==> config.mk <==
export PLATFORM = sky130hd
export DESIGN_NAME = shift_sequencer
export DESIGN_NICKNAME = d
export VERILOG_FILES = /design/src/rtl/shift_sequencer_pkg.sv /design/src/rtl/shift_count_down.sv /design/src/rtl/shift_sequencer.sv
export SDC_FILE = /design/constraint.sdc
export NUM_CORES = 1
export LEC_CHECK = 0
export ABC_AREA = 1
export ABC_CLOCK_PERIOD_IN_PS = 1600
export CAP_MARGIN = 20
export CORE_MARGIN = 5
export CORE_UTILIZATION = 40
export DETAILED_ROUTE_END_ITERATION = 8
export GPL_TIMING_DRIVEN = 0
export PLACE_DENSITY_LB_ADDON = 0.25
export SLEW_MARGIN = 15
export SYNTH_ARGS = -nofsm -noshare
export SYNTH_HDL_FRONTEND = slang
export SYNTH_SLANG_ARGS = --single-unit
==> constraint.sdc <==
create_clock -name clk -period 1.6 [get_ports clk]
set_input_delay 0.32 -clock clk [delete_from_list [all_inputs] [get_ports clk]]
set_output_delay 0.32 -clock clk [all_outputs]
set_load 0.01 [all_outputs]
==> src/rtl/shift_sequencer_pkg.sv <==
// Purpose: shared state encoding and default widths for the shift sequencer slice.
// Latency: n/a (types and constants only).
// Backpressure: n/a.
package shift_sequencer_pkg;

    localparam int REG_WIDTH   = 8;
    localparam int SHIFT_CNT_W = 4;

    typedef enum logic [1:0] {
        ST_IDLE  = 2'd0,
        ST_LOAD  = 2'd1,
        ST_SHIFT = 2'd2,
        ST_DONE  = 2'd3
    } state_t;

endpackage

==> src/rtl/shift_count_down.sv <==
// Purpose: loadable CNT_W-bit down-counter tracking remaining shift cycles.
// Latency: load/decrement visible one cycle after the enabling edge.
// Backpressure: none; it counts whenever enabled and saturates at zero.
// Ports: clk, reset (sync, active-high), load + load_value (load wins over enable),
//        enable (decrement), count (current value), is_one (count == 1).
module shift_count_down
    import shift_sequencer_pkg::*;
#(
    parameter int CNT_W = SHIFT_CNT_W
) (
    input  logic             clk,
    input  logic             reset,
    input  logic             load,
    input  logic [CNT_W-1:0] load_value,
    input  logic             enable,
    output logic [CNT_W-1:0] count,
    output logic             is_one
);

    always_ff @(posedge clk) begin
        if (reset) begin
            count <= '0;
        end else if (load) begin
            count <= load_value;
        end else if (enable && (count != '0)) begin
            count <= count - 1'b1;
        end
    end

    // Decoded from the register so the FSM can leave SHIFT on the last shift cycle.
    assign is_one = (count == CNT_W'(1));

endmodule

==> src/rtl/shift_sequencer.sv <==
// Purpose: command-driven controller for an 8-bit load/shift-right register (one load, N shifts, done pulse).
// Latency: accept at edge k -> load_n low cycle k+1, shift k+2..k+1+N, done k+2+N, ready again k+3+N.
// Backpressure: cmd_ready is high only in IDLE; cmd_valid is ignored (not queued) while busy.
// Ports: clk, reset (sync, active-high); cmd_valid/cmd_ready/cmd_value/cmd_count/cmd_arith command
//        handshake; abort cancel; load_n/shift/asr/load_val register controls; busy, done, shifts_left status.
module shift_sequencer
    import shift_sequencer_pkg::*;
#(
    parameter int WIDTH = REG_WIDTH,
    parameter int CNT_W = SHIFT_CNT_W
) (
    input  logic             clk,
    input  logic             reset,
    input  logic             cmd_valid,
    output logic             cmd_ready,
    input  logic [WIDTH-1:0] cmd_value,
    input  logic [CNT_W-1:0] cmd_count,
    input  logic             cmd_arith,
    input  logic             abort,
    output logic             load_n,
    output logic             shift,
    output logic             asr,
    output logic [WIDTH-1:0] load_val,
    output logic             busy,
    output logic             done,
    output logic [CNT_W-1:0] shifts_left
);

    state_t           state_q;
    state_t           state_d;
    logic             accept;
    logic             cnt_load;
    logic [CNT_W-1:0] cnt_value;
    logic             cnt_is_one;

    // cmd_ready is decoded from state only. An abort in IDLE still blocks the
    // accept below, so upstream must keep cmd_valid up until a real accept.
    assign cmd_ready = (state_q == ST_IDLE);
    assign accept    = cmd_valid && cmd_ready && !abort;

    // The counter is zero in IDLE, so loading zero on any abort covers the
    // mid-transaction cancel without a separate clear input.
    assign cnt_load  = accept || abort;
    assign cnt_value = abort ? '0 : cmd_count;

    shift_count_down #(
        .CNT_W (CNT_W)
    ) u_count (
        .clk        (clk),
        .reset      (reset),
        .load       (cnt_load),
        .load_value (cnt_value),
        .enable     (state_q == ST_SHIFT),
        .count      (shifts_left),
        .is_one     (cnt_is_one)
    );

    always_ff @(posedge clk) begin
        if (reset) begin
            state_q  <= ST_IDLE;
            load_val <= '0;
            asr      <= 1'b0;
        end else begin
            state_q <= state_d;
            // Latched operands persist through the return to IDLE.
            if (accept) begin
                load_val <= cmd_value;
                asr      <= cmd_arith;
            end
        end
    end

    always_comb begin
        state_d = state_q;
        case (state_q)
            ST_IDLE:  if (accept) state_d = ST_LOAD;
            ST_LOAD:  state_d = (shifts_left != '0) ? ST_SHIFT : ST_DONE;
            ST_SHIFT: if (cnt_is_one) state_d = ST_DONE;
            ST_DONE:  state_d = ST_IDLE;
            default:  state_d = ST_IDLE;
        endcase
        if (abort) begin
            state_d = ST_IDLE;
        end
    end

    assign load_n = (state_q != ST_LOAD);
    assign shift  = (state_q == ST_SHIFT);
    assign done   = (state_q == ST_DONE);
    assign busy   = (state_q != ST_IDLE);

endmodule

; Word-level counts from Yosys, hierarchy flattened
; Cells that the tools add are included.
[classes]
addsub = 1
n_mul = 0
div = 0
order_cmp = 0
eq_ne = 7
shifts = 0
muxes = 7
n_bitwise = 0
n_reduce_logical = 11
[op_table]
columns = cell, n
row1 = $mux 4, 3
row2 = $pmux 2 s4, 1
row3 = $eq 2x2->1 const B, 2
row4 = $eq 4x1->1 const B, 1
row5 = $mux 2, 2
row6 = $ne 2x1->1 const B, 2
row7 = $reduce_bool 2->1, 2
row8 = $reduce_bool 4->1, 1
row9 = $sub 4x1->4 const B, 1
row10 = $logic_and 1x1->1, 3
row11 = $eq 2x1->1 const B, 1
row12 = $logic_not 2->1, 1
row13 = $ne 2x2->1 const B, 1
row14 = $reduce_and 2->1, 1
row15 = $reduce_or 2->1, 1
row16 = $logic_not 1->1, 1
row17 = $logic_or 1x1->1, 1
row18 = $mux 1, 1
[word_totals]
register_bits = 15
latch_bits = 0
ramBits = 0
rom_bits = 0
in_bits = 17
out_inout_bits = 18
elab_cells = 30
n_memories = 0

; Longest topological paths before layout
; Gate-level depths: netlist of run 1.
[logic_depth]
ltp_word = 5
ltp_mapped = 9
ltp_nobuf = 8

; Cells and area by module
; A second synthesis of run 1 with hierarchy kept.
[hier_totals]
hier_cells = 120
hier_area_um2 = 863.3
[modules_own_cells]
columns = mod, instances, cells_each, area_each_um2, seq_area_each_um2
row1 = shift_sequencer, 1, 79, 566.8, 220.2
row2 = shift_count_down, 1, 41, 296.5, 80.1

; Least setup slack after synthesis of run 1
; Ideal clock, no wire load.
[synth_path]
kind = register to register
start = register state_q[0]
end = register u_count.count[1]
setup_time_ps = 117
t_arrival_ps = 1243
required_ps = 1483
slack_ps = 240
stages_incl_launch_ff = 7
path_buffers = 0
period_less_slack_ps = 1360
cell_sequence = dfxtp_1 > inv_1 > ha_1 > a21oi_2 > nand2_2 > o21ai_0 > nor2_1
[synth_via]
elab_chain_cells = 5
word_cells_on_any_way = 8
classes_between = 1 x eq/ne / 1 x mux / 6 x reduce/logical
[synth_rtl]
columns = item, line_no
row1 = "start, declared", shift_sequencer.sv:29  ; state_t state_q;
row2 = "start signal, assigned", shift_sequencer.sv:64  ; state_q <= state_d;
row3 = $logic_not 2->1 *, shift_sequencer.sv:38  ; assign cmd_ready = (state_q == ST_IDLE);
row4 = named net cmd_ready, shift_sequencer.sv:15  ; output logic cmd_ready,
row5 = $logic_and 1x1->1 * (2 in series), shift_sequencer.sv:39  ; assign accept = cmd_valid && cmd_ready && !abort;
row6 = $logic_or 1x1->1 *, shift_sequencer.sv:43  ; assign cnt_load = accept || abort;
row7 = $mux 4 or $reduce_bool 2->1 (tied branches), n/a
row8 = "end signal, assigned", shift_count_down.sv:24  ; count <= load_value;
row9 = "end signal, assigned", shift_count_down.sv:26  ; count <= count - 1'b1;
row10 = "end, declared", shift_count_down.sv:16  ; output logic [CNT_W-1:0] count,
; Mark *: on every way through the listed nets, which the timed path passes. The rest lies on a longest branch.
; A chain may end at the register's enable or synchronous reset.

; Final worst setup path of run 1
[layout_path]
start = register u_count.count[2]
end = output shifts_left[2]
[layout_lines]
columns = item, line_no
row1 = "end, declared", shift_sequencer.sv:26  ; output logic [CNT_W-1:0] shifts_left
; No word-level cell between the ends.

==> results of run 1 <==
-- power groups by stage --
stage | clock network (mW) | registers [mW] | logic (mW)
floorplan | 0 | 0.439 | 0.105
global placement | 0 | 0.428 | 0.234
detailed placement | 0 | 0.430 | 0.239
CTS | 0.227 | 0.422 | 0.243
global route | 0.251 | 0.428 | 0.272
finish | 0.221 | 0.423 | 0.242
-- sequential cells by signal, indices dropped and copies added (netlist names) --
name and flops:
load_val 8, u_count.count 4, state_q 2, asr 1
-- worst max path at each step --
stage                           from                to  slack (ps)  cells after the start
global route        u_count.count[2]    shifts_left[2]          10                      1
floorplan                 state_q[0]  u_count.count[1]         240                      6
global placement          state_q[0]              busy         -60                      4
finish              u_count.count[2]    shifts_left[2]          70                      1
detailed placement        state_q[0]              busy        -100                      4
CTS                 u_count.count[0]    shifts_left[0]           6                      1
-- cell families after synthesis --
| kind of cell | after synthesis |
|---|---|
| fa+ha+maj | 7 |
| compound gates | 22 |
| simple gates | 54 |
| buf+inv | 16 |
| flops | 15 |
-- routing by layer --
layer	GRT usage [%]	routed length (um)	part of all wire, %	vias to the layer above
met5	0	0	0	-
met4	9.129	34	1.6	0
met3	4.632	130	6.3	4
met2	27.95	1014	49	24
met1	19.08	887	43	379
li1	-	-	-	436
-- worst min-delay path, cell delays in order (launching register included) --
cell and delay (ps):
dfxtp_2 350, nand2_1 70, a21oi_1 50
-- cell usage in the layout, fill, tap and decap left out, types with 5 or more instances in the layout --
| master | n |
|---|---|
| dfxtp_2 | 5 |
| inv_1 | 10 |
| nand3_1 | 5 |
| nor2_1 | 32 |
| ha_1 | 6 |
| clkdlybuf4s50_1 | 29 |
| nand2_1 | 13 |
| o21ai_1 | 5 |
| dfxtp_1 | 9 |
| o21ai_0 | 12 |
-- final cells by class --
type | instances | area, um2 | share of cell area (%)
clock buffers | 4 | 26.28 | 2.160
flip-flops and latches | 15 | 310.3 | 25.51
inverters | 14 | 56.30 | 4.630
plain buffers | 2 | 15.01 | 1.235
multi-input cells | 83 | 440.4 | 36.21
repair buffers | 35 | 334.1 | 27.47
well taps | 27 | 33.78 | 2.778
-- repair_timing --
| item | CTS | global route |
|---|---|---|
| gates cloned | 0 | 0 |
| buffers inserted | 1 | 0 |
| endpoints found under the setup margin | 6 | 5 |
| resized for setup | 12 | 9 |
-- per-stage QoR --
stage               power [mW]  hold slack, ps
global placement        0.6624           473.2
finish                  0.8859           495.5
CTS                     0.8923           497.0
detailed placement      0.6691           485.4
global route            0.9511           511.1
floorplan               0.5436           454.9
==> impl_metrics.toml, run 1 <==
[synthesis]
yosys-top-cells-area = "dfxtp_1 (38%), nor2_1 (15%), ha_1 (11%)"
yosys.cell_count.top_type = "nor2_1"
synthArstFlopShare_pct = 0
syn_inst = 114
synthSimpleGateAreaFrac_pct = 28.10
synth_mux_area_share_pct = 0
synth_compound_area_share_pct = 14.60
synth_ff_type = "dfxtp_1"
syn-num-nets = 138
yosys.area.top_type = "dfxtp_1"
synth_common_cells = "nor2_1 (32), dfxtp_1 (15), nand2_1 (13)"
yosys_warnings = 0
synth_top_family_by_area = "simple AND/OR/NAND/NOR gates"
syn_area_per_cell_um2 = 6.991
synthDistinctLibCells = 17
synthXorXnorAreaFrac_pct = 0
syn_area_um2 = 797.0
ys_seq_area_share_pct = 37.68
synth_top_area_share_pct = 37.68
synth_fa_ha_area_share_pct = 10.99
ys_ff_latch = 15
synth_enable_flop_cells = 0

[setup_path]
max_stage_delay_ps = 550
path_cells = "clkdlybuf4s50_1"
path_buf_inv = 1
critPathKind = "register to primary output"
cp_max_fo = 6
endpoint_kind = "primary output"
r2r-end = "u_count.count[1]"
rrSetupSlack_ps = 270
arrival_ps = 1210
r2r_start = "state_q[1]"
start_kind = "register"
worst-r2r-cell-count = 6
slowest_stage = "clkdlybuf4s50_1"
cp_top_family = "buffers and inverters"
worstPathRequired_ps = 1280

[route]
drt-initial-drc-count = 7
via_per_inst = 4.683
vias = 843
first_pass_iters = 4
wl_per_cell_um = 11.47
drtAntennaViolNets = 0
routed_wl_um = 2065
drc_errors = 0

[clock_network]
cts_buffer_depth = 2
clock_sinks = 15
root_buffer = "clkbuf_4"
clk_pin_slew_ps = 90
hold_buffers = 0
insertion_delay_ps = 280
htreeDepth = 1
cts_tree = "done"
cts_buffers = 3

[layout]
fin_nets = 178
stdcell_count = 180
synthToLayoutAreaGrowth_pct = 52.59
num_antenna_cells = 0
fin_util_pct = 63.28
final_area_um2 = 1216
nFillCells = 185
drive_gt1_share_pct = 15.03

[pwr]
power_density_nw_per_um2 = 728.4
p_clk_share_pct = 25.0
irDropWorstVdd_mv = 0.6516
switching_power_mw = 0.2598
p_int_mw = 0.6261
cellLeakagePower_nw = 0.5327
switching_share_pct = 29.32
combPwrFrac_pct = 27.3
seqPwrFrac_pct = 47.7

[placed_design]
post_dp_cell_area_um2 = 1171
dp.cells = 175
port_buffers = 34
dp_slack_ps = -99.13
dp_hpwl_um = 1583
gp_congestion = 0.7937

[floorplan]
initial_core_util_pct = 41.47
die_h_um = 54.64
placementRows = 16
io_pins = 35
core-area_um2 = 1922
die_x_um = 54.64
dieArea_um2 = 2985

[sta]
tns_ps = 0
fin_worst_skew_ps = 1.271
max_freq_mhz = 652.2
finalCritPeriodShare_pct = 95.83
hold_viol = 0
fin_crit_ps = 1533
worst_pin_slew_ps = 341.0
relSlewSlack_pct = 77.27
maxSlewViolCount = 0
finalSetupViolations = 0
layout_setup_ws_ps = 66.67
rsz0062_at_grt = "false"

[global_route]
track_usage_pct = 16.76
grt-ovfl-total = 0
grt_pass1_wl_um = 3608
antenna_found_initial = 0
grt_pass1_vias = 842
grt_max_degree = 11

[worst_hold_path]
whs_path_depth = 2
hold_path.startpoint = "state_q[1]"
worstHoldEndpoint = "state_q[1]"
hold_class = "register to register"

[job]
cap_violations = 0

[run_status]
status = "complete, no violations"
Power figures use the tool's default switching activity.
==> run 2: changes to the inputs <==
ABC_AREA = default   (was 1)
MAX_ROUTING_LAYER = met4   (was default)
==> run 2 against run 1 <==
  * Clock skew increased by 2.5 ps
  * Global-route usage is 0.85 points lower
  * Via count shrank 5.8%
  * Clock power is essentially flat
  * Utilization grew 4.9 points
  * Total power shrank 7.4%
  * Cell count fell by 12%
  * Worst hold slack worse by 62 ps
  * Register-to-register slack got worse by 210 ps
  * First-iteration DRC count is 57% higher
  * Critical endpoint is now shifts_left[3]
==> impl_metrics.toml, run 2 <==
[layout]
drive_gt1_share_pct = 17.29
largest_reg_flops = 8
nFillCells = 148
fin_util_pct = 68.21
reg_top3 = "load_val: 8 flops, u_count.count: 4 flops, state_q: 2 flops"
final_cell_mix = "clkdlybuf4s50_1 (27), nand2_1 (21), a21oi_1 (13)"
regMostFlops = "load_val"
synthToLayoutAreaGrowth_pct = 57.54
num_antenna_cells = 0
fin_nets = 158
final_common_cell = "clkdlybuf4s50_1"

[synthesis]
synth_top_area_share_pct = 38.90
syn-num-nets = 120
syn_inst = 96
syn_area_per_cell_um2 = 8.042
synthDistinctLibCells = 27
ys_ff_latch = 15
yosys_warnings = 0
synth_common_cells = "nand2_1 (21), dfxtp_1 (15), a21oi_1 (13)"
synthArstFlopShare_pct = 0
synth_enable_flop_cells = 0
ys_seq_area_share_pct = 38.90
syn_area_um2 = 772.0
yosys-top-cells-area = "dfxtp_1 (39%), ha_1 (11%), nand2_1 (10%)"
synth_ff_type = "dfxtp_1"
yosys.area.top_type = "dfxtp_1"
yosys.cell_count.top_type = "nand2_1"

[floorplan]
dieArea_um2 = 2908
io_pins = 35
core-area_um2 = 1783
die_x_um = 53.93
initial_core_util_pct = 43.30
die_h_um = 53.93
placementRows = 15

[setup_path]
start_kind = "register"
path_buf_inv = 1
cp_top_family = "buffers and inverters"
r2r_start = "u_count.count[1]"
cp_max_fo = 7
arrival_ps = 1240
path_cells = "clkdlybuf4s50_1"
worstPathRequired_ps = 1280
startpoint = "u_count.count[3]"
max_stage_delay_ps = 550
rrSetupSlack_ps = 60
critPathKind = "register to primary output"
slowest_stage = "clkdlybuf4s50_1"
endpoint_kind = "primary output"

[placed_design]
dp_slack_ps = -265.0
dp_hpwl_um = 1511
port_buffers = 33
gp_congestion = 0.7347

[clock_network]
htreeDepth = 1
insertion_delay_ps = 280
root_buffer = "clkbuf_4"
cts_buffer_depth = 2
clock_sinks = 15
hold_buffers = 0
clk_pin_slew_ps = 100
cts_buffers = 3
cts_tree = "done"

[sta]
fin_crit_ps = 1558
hold_viol = 0
layout_setup_ws_ps = 42.05
finalSetupViolations = 0
rsz0062_at_grt = "true"
maxSlewViolCount = 0
worst_pin_slew_ps = 442.1
finalCritPeriodShare_pct = 97.37
relSlewSlack_pct = 70.52
max_freq_mhz = 641.9
fin_worst_skew_ps = 3.727

[global_route]
grt_max_degree = 11
grt_pass1_wl_um = 3325
antenna_found_initial = 0
track_usage_pct = 15.91
grt_pass1_vias = 763
grt-ovfl-total = 0

[route]
vias = 794
wl_per_cell_um = 13.02
routed_wl_um = 2057
drtAntennaViolNets = 0
drt-initial-drc-count = 11
drc_errors = 0
via_per_inst = 5.025
first_pass_iters = 4

[worst_hold_path]
hold_class = "input port to register"
hold_path.startpoint = "reset"

[job]
cap_violations = 0

[pwr]
cellLeakagePower_nw = 0.4786
power_density_nw_per_um2 = 674.4
irDropWorstVdd_mv = 0.4676

[run_status]
status = "complete, no violations"
[run 2: cell count changes in the layout (fill, tap and decap cells not counted), moves of 5 or more]
| cell | delta |
|---|---|
| nand2_1 | +8 |
| o21ai_1 | -5 |
| a21oi_1 | +10 |
| nor2_1 | -30 |
| inv_1 | -6 |
| o21ai_0 | -9 |
[run 2: path summary, 6_finish.rpt]
| check | to | cells after the start |
|---|---|---|
| worst min-delay path | load_val[3] | 2 |
| worst max register to register | state_q[0] | 6 |
| worst min register to register | load_val[5] | 2 |
| worst max-delay path | shifts_left[3] | 1 |
[run 2: what timing repair did]
action,in CTS,in global routing
endpoints found under the setup margin,19,9
cloned,0,0
pin swaps,1,1
endpoints found under the hold margin,0,0
setup buffers,1,0
resized for setup,19,7
[run 2: per-stage QoR]
stage | area (um2) | setup TNS, ps | hold slack [ps] | std cells | power [mW]
2_1_floorplan | 772.0 | 0 | 456.0 | 96 | 0.4971
3_5_place_dp | 1134 | -2567 | 445.9 | 154 | 0.5963
6_report | 1216 | 0 | 433.4 | 158 | 0.8202
5_1_grt | 1216 | -3.257 | 475.0 | 158 | 0.8591
4_1_cts | 1205 | 0 | 434.3 | 158 | 0.8180
3_3_place_gp | 1134 | -2080 | 440.5 | 154 | 0.5909
[run 2: where the power goes]
group	leakage, nW	total, mW	switching (mW)	internal (mW)
Combinational	0.336	0.194	0.0878	0.106
Clock	0.0177	0.221	0.128	0.0927
Sequential	0.125	0.406	0.0153	0.390
[run 2: cell families (layout without fill, tap and decap cells)]
| family | count (synthesis) | count (layout) | share of synthesized area (%) |
|---|---|---|---|
| AND/OR/NAND/NOR | 39 | 39 | 24.80 |
| AO/OA/AOI/OAI | 24 | 24 | 18.96 |
| buffers and inverters | 10 | 47 | 4.863 |
| adder cells (fa/ha/maj) | 7 | 7 | 11.34 |
| XOR/XNOR | 1 | 1 | 1.135 |
| flip-flops | 15 | 15 | 38.90 |
[run 2: routing by layer]
metal	global-route usage (%)	share of wire (%)	vias up
li1	-	-	394
met1	18.36	42	369
met2	27.22	50	27
met3	4.155	6.7	4
met4	3.830	1.0	0
met5	-	0	-
[run 2: cell type report]
class	instances	area [um2]	share of cell area (%)
well taps	25	31.28	2.572
multi-input cells	71	474.2	38.99
inverters	8	35.03	2.881
plain buffers	1	3.754	0.3086
flip-flops and latches	15	309.0	25.41
clock inverters	1	5.005	0.4115
clock buffers	3	22.52	1.852
repair buffers	34	335.3	27.57
==> run 3: changes to the inputs <==
REMOVE_ABC_BUFFERS = 1   (was default)
==> run 3 against run 2 <==
  * Global-route usage is 0.27 points lower
  * Maximum frequency hardly changed
  * Clock power hardly changed
  * Clock skew is 0.54 ps lower
  * Critical path depth stayed put
  * Non-clock buffer count is 1 higher
  * Via count is 1.6% lower
  * First-iteration DRC count is 9.1% lower
  * Critical path type unchanged
==> impl_metrics.toml, run 3 (synthesis results as in run 2) <==
[route]
drc_errors = 0
drt-initial-drc-count = 10
drtAntennaViolNets = 0
routed_wl_um = 1926
first_pass_iters = 4
via_per_inst = 4.912
vias = 781
wl_per_cell_um = 12.11

[floorplan]
io_pins = 35
core-area_um2 = 1783
die_x_um = 53.93
dieArea_um2 = 2908
placementRows = 15
die_h_um = 53.93
initial_core_util_pct = 43.30

[clock_network]
clock_sinks = 15
cts_buffer_depth = 2
root_buffer = "clkbuf_4"
cts_buffers = 3
cts_tree = "done"
insertion_delay_ps = 290
htreeDepth = 1
hold_buffers = 0
clk_pin_slew_ps = 100

[sta]
hold_viol = 0
fin_crit_ps = 1559
layout_setup_ws_ps = 40.94
relSlewSlack_pct = 75.89
max_freq_mhz = 641.4
finalSetupViolations = 0
worst_pin_slew_ps = 360.4
finalCritPeriodShare_pct = 97.44
maxSlewViolCount = 0
fin_worst_skew_ps = 3.188

[placed_design]
dp_slack_ps = -153.7
gp_congestion = 0.8304
port_buffers = 34
dp_hpwl_um = 1433

[worst_hold_path]
hold_path.startpoint = "load_val[5]"
worstHoldEndpoint = "load_val[5]"
whs_path_depth = 2
hold_class = "register to register"

[setup_path]
r2r-end = "state_q[0]"
path_buf_inv = 1
start_kind = "register"
endpoint_kind = "primary output"
cp_max_fo = 7
r2r_start = "u_count.count[0]"
worstPathRequired_ps = 1280
path_cells = "clkdlybuf4s50_1"
cp_top_family = "buffers and inverters"
startpoint = "u_count.count[3]"
worst-r2r-cell-count = 6
max_stage_delay_ps = 550
rrSetupSlack_ps = 70
slowest_stage = "clkdlybuf4s50_1"
critPathKind = "register to primary output"
arrival_ps = 1240

[layout]
final_common_cell = "clkdlybuf4s50_1"
largest_reg_flops = 8
multiInputGateArea_um2 = 474.2
fin_util_pct = 68.77
fin_nets = 159
regMostFlops = "load_val"
drive_gt1_share_pct = 19.40
nFillCells = 150
synthToLayoutAreaGrowth_pct = 58.83
num_antenna_cells = 0
ff_latch_area_um2 = 312.8
final_cell_mix = "clkdlybuf4s50_1 (29), nand2_1 (21), a21oi_1 (13)"
reg_top3 = "load_val: 8 flops, u_count.count: 4 flops, state_q: 2 flops"

[pwr]
cellLeakagePower_nw = 0.4696
power_density_nw_per_um2 = 669.1
irDropWorstVdd_mv = 0.4155
total_power_mw = 0.8205

[global_route]
antenna_found_initial = 0
grt_max_degree = 11
grt_pass1_vias = 746
grt-ovfl-total = 0
grt_pass1_wl_um = 3263
track_usage_pct = 15.64

[run_status]
status = "complete, no violations"

[job]
cap_violations = 0
run 3: cell count changes in the layout (fill, tap and decap cells not counted):
cell | before | now
clkdlybuf4s15_1 | 1 | 0
dlymetal6s2s_1 | 1 | 0
clkdlybuf4s50_1 | 27 | 29
clkbuf_1 | 1 | 0
clkbuf_2 | 0 | 1
dfxtp_1 | 10 | 9
buf_4 | 1 | 2
dfxtp_4 | 1 | 2
run 3: area by class of cell:
class,count,share of cell area [%]
multi-input cells,71,38.67
repair buffers,36,28.16
flip-flops and latches,15,25.51
inverters,8,2.857
well taps,25,2.551
clock buffers,3,1.837
clock inverters,1,0.4082
run 3: worst min-delay path, delay by kind of cell, from the launching register on:
kind / cells / cell delay, ps
and+or+nand+nor: 1 / 50
DFF: 1 / 320
AOI/OAI and AO/OA: 1 / 50
run 3: through the flow:
step	hold slack [ps]	TNS, ps	cells	instance area, um2
after CTS	461.8	0	158	1204
after detailed placement	448.0	-1187	153	1136
after global routing	492.9	-5.234	159	1226
after global placement	441.0	-1066	153	1136
final	457.6	0	159	1226
after floorplan	389.1	0	94	764.5
run 3: worst max-delay path by stage:
| stage | cells after the start | slack (ps) | to |
|---|---|---|---|
| 2_1_floorplan | 6 | 80 | state_q[0] |
| 3_3_place_gp | 4 | -140 | state_q[1] |
| 3_5_place_dp | 4 | -150 | state_q[1] |
| 4_1_cts | 6 | 10 | state_q[0] |
| 5_1_grt | 6 | -3 | state_q[0] |
| 6_report | 1 | 40 | shifts_left[3] |
run 3: what timing repair did:
| action | in CTS | in global routing |
|---|---|---|
| resized for setup | 19 | 9 |
| buffers inserted | 1 | 1 |
| endpoints found under the setup margin | 19 | 6 |
| gates cloned | 0 | 0 |
| pin swaps | 0 | 2 |
run 3: report_power, final:
part           internal, mW  switching [mW]
Combinational         0.108          0.0845
Clock                0.0929           0.130
Sequential            0.390          0.0153
Total                 0.591           0.230
run 3: metal layers:
layer,GRT usage [%],vias up,share of wire (%)
met2,23.99,21,47
met5,-,-,0
li1,-,398,-
met3,2.493,4,7.1
met4,5.106,0,1.1
met1,20.81,358,45
